`src/rtl/mem_wb_r.sv`:
```
// Memory-access / writeback pipeline stage: drives the data-memory req/ack bus for
// loads and stores, and produces the register-file write triple plus stall/flush.
module mem_wb_r (
  input  logic        clk_i,
  input  logic        reset_i,
  input  logic        valid_i,
  input  logic        flush_i,
  input  logic [31:0] inst_i,
  input  logic [31:0] alu_result_i,
  input  logic [31:0] store_data_i,
  input  logic [3:0]  rd_addr_i,
  output logic        dmem_req_o,
  output logic        dmem_we_o,
  output logic [31:0] dmem_addr_o,
  output logic [31:0] dmem_wdata_o,
  input  logic        dmem_ack_i,
  input  logic [31:0] dmem_rdata_i,
  output logic        wb_en_o,
  output logic [3:0]  wb_addr_o,
  output logic [31:0] wb_data_o,
  output logic        stall_o,
  output logic        flush_o
);

  typedef enum logic {IDLE, BUSY} state_e;

  state_e      state_q, state_d;
  logic        we_q, we_d;
  logic [31:0] addr_q, addr_d;
  logic [31:0] wdata_q, wdata_d;
  logic [3:0]  rd_q, rd_d;
  logic        wb_en_q, wb_en_d;
  logic [3:0]  wb_addr_q, wb_addr_d;
  logic [31:0] wb_data_q, wb_data_d;
  logic        flush_q, flush_d;
  logic        pend_valid_q, pend_valid_d;
  logic [3:0]  pend_addr_q, pend_addr_d;
  logic [31:0] pend_data_q, pend_data_d;

  logic busy, stall, accept, is_mem, alu_wr, complete;

  always_comb begin
    busy     = (state_q == BUSY);
    stall    = busy && !dmem_ack_i;
    complete = busy && dmem_ack_i;
    accept   = valid_i && !flush_i && !stall;
    is_mem   = (inst_i[27:26] == 2'b01);
    // TST/TEQ/CMP/CMN are opcodes 1000-1011, i.e. opcode[3:2] == 2'b10.
    alu_wr   = (inst_i[27:26] == 2'b00) && (inst_i[24:23] != 2'b10);
  end

  // NOTE: every signal written here gets a default first, so no path leaves a
  // variable unassigned and no latch is inferred.
  always_comb begin
    state_d      = state_q;
    we_d         = we_q;
    addr_d       = addr_q;
    wdata_d      = wdata_q;
    rd_d         = rd_q;
    wb_en_d      = 1'b0;
    wb_addr_d    = 4'd0;
    wb_data_d    = 32'd0;
    pend_valid_d = 1'b0;
    pend_addr_d  = pend_addr_q;
    pend_data_d  = pend_data_q;

    if (complete) begin
      state_d = IDLE;
      if (!we_q) begin
        wb_en_d   = 1'b1;
        wb_addr_d = rd_q;
        wb_data_d = dmem_rdata_i;
      end
    end

    // A held-over ALU result only exists in IDLE, so it never meets a load completion.
    if (pend_valid_q) begin
      wb_en_d   = 1'b1;
      wb_addr_d = pend_addr_q;
      wb_data_d = pend_data_q;
    end

    if (accept) begin
      if (is_mem) begin
        state_d = BUSY;
        we_d    = !inst_i[20];
        addr_d  = alu_result_i;
        wdata_d = store_data_i;
        rd_d    = rd_addr_i;
      end else if (alu_wr) begin
        // Write port already taken this edge: keep program order by deferring one cycle.
        if (wb_en_d) begin
          pend_valid_d = 1'b1;
          pend_addr_d  = rd_addr_i;
          pend_data_d  = alu_result_i;
        end else begin
          wb_en_d   = 1'b1;
          wb_addr_d = rd_addr_i;
          wb_data_d = alu_result_i;
        end
      end
    end

    flush_d = wb_en_d && (wb_addr_d == 4'd15);
  end

  // NOTE: sequential state uses non-blocking assignments only, so every flop
  // samples the pre-edge value of the others.
  always_ff @(posedge clk_i or negedge reset_i) begin
    if (!reset_i) begin
      state_q      <= IDLE;
      we_q         <= 1'b0;
      addr_q       <= 32'd0;
      wdata_q      <= 32'd0;
      rd_q         <= 4'd0;
      wb_en_q      <= 1'b0;
      wb_addr_q    <= 4'd0;
      wb_data_q    <= 32'd0;
      flush_q      <= 1'b0;
      pend_valid_q <= 1'b0;
      pend_addr_q  <= 4'd0;
      pend_data_q  <= 32'd0;
    end else begin
      state_q      <= state_d;
      we_q         <= we_d;
      addr_q       <= addr_d;
      wdata_q      <= wdata_d;
      rd_q         <= rd_d;
      wb_en_q      <= wb_en_d;
      wb_addr_q    <= wb_addr_d;
      wb_data_q    <= wb_data_d;
      flush_q      <= flush_d;
      pend_valid_q <= pend_valid_d;
      pend_addr_q  <= pend_addr_d;
      pend_data_q  <= pend_data_d;
    end
  end

  // Bus outputs follow the state flop directly so reset drops the request at once.
  always_comb begin
    dmem_req_o   = busy;
    dmem_we_o    = busy ? we_q : 1'b0;
    dmem_addr_o  = busy ? addr_q : 32'd0;
    dmem_wdata_o = busy ? wdata_q : 32'd0;
    stall_o      = stall;
    wb_en_o      = wb_en_q;
    wb_addr_o    = wb_addr_q;
    wb_data_o    = wb_data_q;
    flush_o      = flush_q;
  end

endmodule

```
`config.mk`:
```
export PLATFORM = sky130hd
export DESIGN_NAME = mem_wb_r
export DESIGN_NICKNAME = d
export VERILOG_FILES = /design/src/rtl/mem_wb_r.sv
export SDC_FILE = /design/constraint.sdc
export NUM_CORES = 1
export LEC_CHECK = 0
export CORE_MARGIN = 4
export CORE_UTILIZATION = 47
export DETAILED_ROUTE_END_ITERATION = 10
export PLACE_DENSITY_LB_ADDON = 0.1
export SLEW_MARGIN = 15
export SYNTH_ARGS = -nofsm -noshare
export SYNTH_HDL_FRONTEND = slang
export SYNTH_SLANG_ARGS = --single-unit
```
`constraint.sdc`:
```
create_clock -name clk_i -period 3.05 [get_ports clk_i]
set_input_delay 0.61 -clock clk_i [delete_from_list [all_inputs] [get_ports clk_i]]
set_output_delay 0.61 -clock clk_i [all_outputs]
set_load 0.01 [all_outputs]
```
# Word-level counts from Yosys, hierarchy flattened
# Cells that the tools add are included.
# totals
elab_cells	59
in_bits	137
out_inout_bits	105
register_bits	145
# op_classes
n_bitwise	1
mux	30
reduce_logical	13
eq_ne	3
# op_table
cell	n
two-way mux 32 bit	9
two-way mux 4 bit	7
two-way mux 1 bit	14
logical AND 1 bit	6
equality test 4 bit, second input constant	1
zero test 1 bit	4
AND reduction 4 bit	1
equality test 2 x 1 -> 1 bit, second input constant	1
zero test 2 bit	1
!= test 2 bit, second input constant	1
AND reduction 2 bit	1
NOT 1 bit	1

# Depth between registers and ports, before layout
# logic_depth
ltp_word	9
depth_mapped	7
depth_no_buf	4

# Least setup slack after synthesis
# OpenSTA, ideal clock, no wires.
# synth_timing
path_type	input port to flip-flop
startpoint	input flush_i
endpoint	register pend_data_q[10]
setup_slack_ps	1168
setup_time_ps	125
arrival_ps	1757
stages	7
n_path_buf	3
t_required_ps	2925
path_cell_list	nor4b_2 > and3_1 > buf_6 > nand2b_4 > buf_6 > buf_12 > mux2_4
# synth_between
elab_chain_len	4
# synth_rtl
item	line	source
start: declaration	7	input logic flush_i,
zero test 1 bit	46	accept = valid_i && !flush_i && !stall;
logical AND 1 bit (2 in series)	46	
AND reduction 4 bit (no line)	--	
end signal: assignment	135	pend_data_q <= pend_data_d;
end: declaration	38	logic [31:0] pend_data_q, pend_data_d;
# Every way passes these cells.
# A chain may end at the register's enable or synchronous reset.

# Worst setup path in the final report
# layout_timing
startpoint	register state_q, in the netlist dmem_req_o
endpoint	output dmem_wdata_o[14]
# layout_between
elab_chain_len	1
# layout_rtl
item	line	source
start: declaration	27	state_e state_q, state_d;
start signal: assignment	124	state_q <= state_d;
two-way mux 32 bit	144	dmem_wdata_o = busy ? wdata_q : 32'd0;
end: declaration	15	output logic [31:0] dmem_wdata_o,
# Every way passes these cells.

==> impl_metrics.yaml <==
logic_synthesis:
  synth_top_family_by_area: "multiplexers"
  syn-num-nets: 582
  synth_compound_area_frac: 0.09197
  synth_simple_gate_area_frac: 0.08736
  yosysTopAreaCell: "dfrtp_1"
  postSynthAreaPerCell_um2: 14.03
  ys_types: 24
  synth.top_cell.area_share: 0.5810
  synth_edf_count: 0
  muxShareOfSynthArea: 0.2050
  ys_seq_area_frac: 0.5810
  yosys-top-cells-area: "dfrtp_1 58%, mux2_2 14%, mux2_4 7.0%, and2_1 6.6%, a22o_1 4.6%"
  synth_fa_ha_area_frac: 0
  synth_xor_area_frac: 0
  synthTopCellsByCount: "145 x dfrtp_1, 75 x mux2_2, 66 x and2_1"
  ys_warn_count: 0
  synth.most_common_cell: "dfrtp_1"
  netlist_area_um2: 6245
  synth-async-reset-ratio: 1.000
  synth-seq-cells: 145
  synthFlopType: "dfrtp_1"
  syn-instance-count: 445
floorplan:
  std_cell_rows: 41
  die_h_um: 123.3
  dieWidth_um: 123.3
  dieArea_um2: 15190
  core_um2: 12820
  io-pin-count: 242
  initial_core_util: 0.4869
drt:
  route.detailed.wl_per_inst_um: 18.32
  viasPerCell: 5.079
  vias: 4292
  wl_um: 15480
  drtIter0Drc: 250
  drc: 0
  firstDrtPassIters: 4
  antenna_left: 0
timing:
  fin_tns_setup_ns: 0
  finalCritPeriodShare: 0.9091
  slew_headroom: 0.6181
  period_minus_slack_ns: 2.773
  skew_ns: 0.004999
  rsz0062_at_grt: "no"
  fmax_mhz: 360.6
  finalHoldViolCount: 0
  slew_viol_final: 0
  tightest_slew_ns: 0.5728
  setup_viol: 0
global_routing:
  grt_max_degree: 86
  antenna_found_initial: 0
  grt_pass1_vias: 4718
  grt_usage: 0.2090
  grt-ovfl-total: 0
  grt_pass1_wl_um: 24160
layout:
  nets: 797
  diodes: 0
  layout-drive-gt1-share: 0.2259
  area_delta_synth_final_pct: 48.15
power:
  p_leak_nw: 4.472
  fin_total_pwr_mw: 5.334
  powerDensity_nw_per_um2: 576.5
  peakVddDrop_mv: 0.3187
worst_setup_path:
  worstSetupPathType: "reg -> out"
  required_ns: 2.44
  arrival_ns: 2.16
  worst_setup_path_end_kind: "primary output"
  path_max_fanout: 40
  startpoint_type: "flip-flop"
cts:
  cts_tree: "yes"
  htreeDepth: 4
  numCtsBuffers: 17
  worstSkewPairLatency_ns: 0.42
  clockRootBuffer: "clkbuf_16"
  clkSlewWorstSetupHoldPaths_ns: 0.06
  cts_num_sinks: 145
  cts_max_path_buffers: 2
placed_design:
  gp_congestion: 0.7385
  port_buffers: 214
  dp_hpwl_um: 10510
min_path:
  hold_path.class: "reg -> reg"
status:
  status: "completed"
flow_run:
  drv_cap: 0
==> worst max-delay path: stages (launching register included) <==
cell and delay (ns):
dfrtp_4 0.69, buf_4 0.33, and2_1 0.16, clkdlybuf4s50_1 0.55
==> cell type report <==
cell class,instances,area [µm²]
Clock inverter,9,175.2
Clock buffer,23,498.0
Timing Repair Buffer,227,2293
Sequential cell,145,3632
Tap cell,172,215.2
Multi-Input combinational cell,263,2415
Fill cell,903,3573
Inverter,6,22.52
==> through the flow <==
stage                     setup slack (ns)  hold WS, ns  instance area (µm²)  cells    util
after CTS                          0.04608       0.4995                 9249    845  0.7212
final                               0.2771       0.4959                 9251    845  0.7214
after global routing                0.1226       0.5089                 9251    845  0.7214
after global placement              0.4998       0.4423                 8566    812  0.6679
after detailed placement            0.5034       0.4475                 8566    812  0.6679
after floorplan                      1.168       0.3144                 6245    445       -
==> layout by cell type (no fill, tap or decap), types with 8 or more instances in the layout <==
cell type / n
mux2_2: 75
dfrtp_1: 144
buf_4: 8
and2_1: 66
clkdlybuf4s50_1: 213
a22o_1: 33
clkbuf_16: 17
mux2_4: 29
a21o_1: 32
==> state kept, by name, indices dropped and copies added (netlist names) <==
| register | cells |
|---|---|
| rd_q | 4 |
| wb_data_o | 32 |
| we_q | 1 |
| addr_q | 32 |
| pend_data_q | 32 |
| wb_en_o | 1 |
| dmem_req_o | 1 |
| wdata_q | 32 |
| pend_addr_q | 4 |
| wb_addr_o | 4 |
| flush_o | 1 |
| pend_valid_q | 1 |
==> routing by layer <==
metal	share of wire	track usage	wire length [µm]
met5	0	0	0
met4	0.015	0.07682	236
met3	0.075	0.06679	1162
met2	0.51	0.3592	7956
met1	0.40	0.2454	6124
==> timing repair <==
action,CTS,global route
gates resized for setup,0,1
buffers inserted,0,0
hold endpoints to repair,4,0
setup endpoints to repair,0,30
hold buffers,1,0
==> kinds of logic (layout without fill, tap and decap cells) <==
group	Yosys count	in the layout
flops	145	145
mux	104	104
simple gates	86	86
compound gates	73	73
buf+inv	37	265
==> path summary, 6_finish.rpt <==
kind | to | slack, ns | depth (start not counted) | startpoint
setup / recovery | dmem_wdata_o[14] | 0.28 | 3 | dmem_req_o$_DFF_PN0_
hold / removal | addr_q[27]$_DFFE_PN0P_ | 0.50 | 1 | addr_q[27]$_DFFE_PN0P_
setup reg to reg | pend_data_q[31]$_DFFE_PN0P_ | 0.88 | 5 | dmem_req_o$_DFF_PN0_
hold reg to reg | addr_q[27]$_DFFE_PN0P_ | 0.50 | 1 | addr_q[27]$_DFFE_PN0P_
max in group asynchronous | wb_data_o[26]$_DFF_PN0_ | 1.67 | 3 | reset_i
min in group asynchronous | wdata_q[30]$_DFFE_PN0P_ | 0.58 | 2 | reset_i
==> report_power, final <==
group / total (mW) / internal, mW / switching, mW
clock: 2.34 / 1.56 / 0.778
sequential: 2.30 / 2.18 / 0.122
combinational: 0.701 / 0.461 / 0.239
total: 5.33 / 4.19 / 1.14
Note: power is estimated with default switching activity, not from simulation.
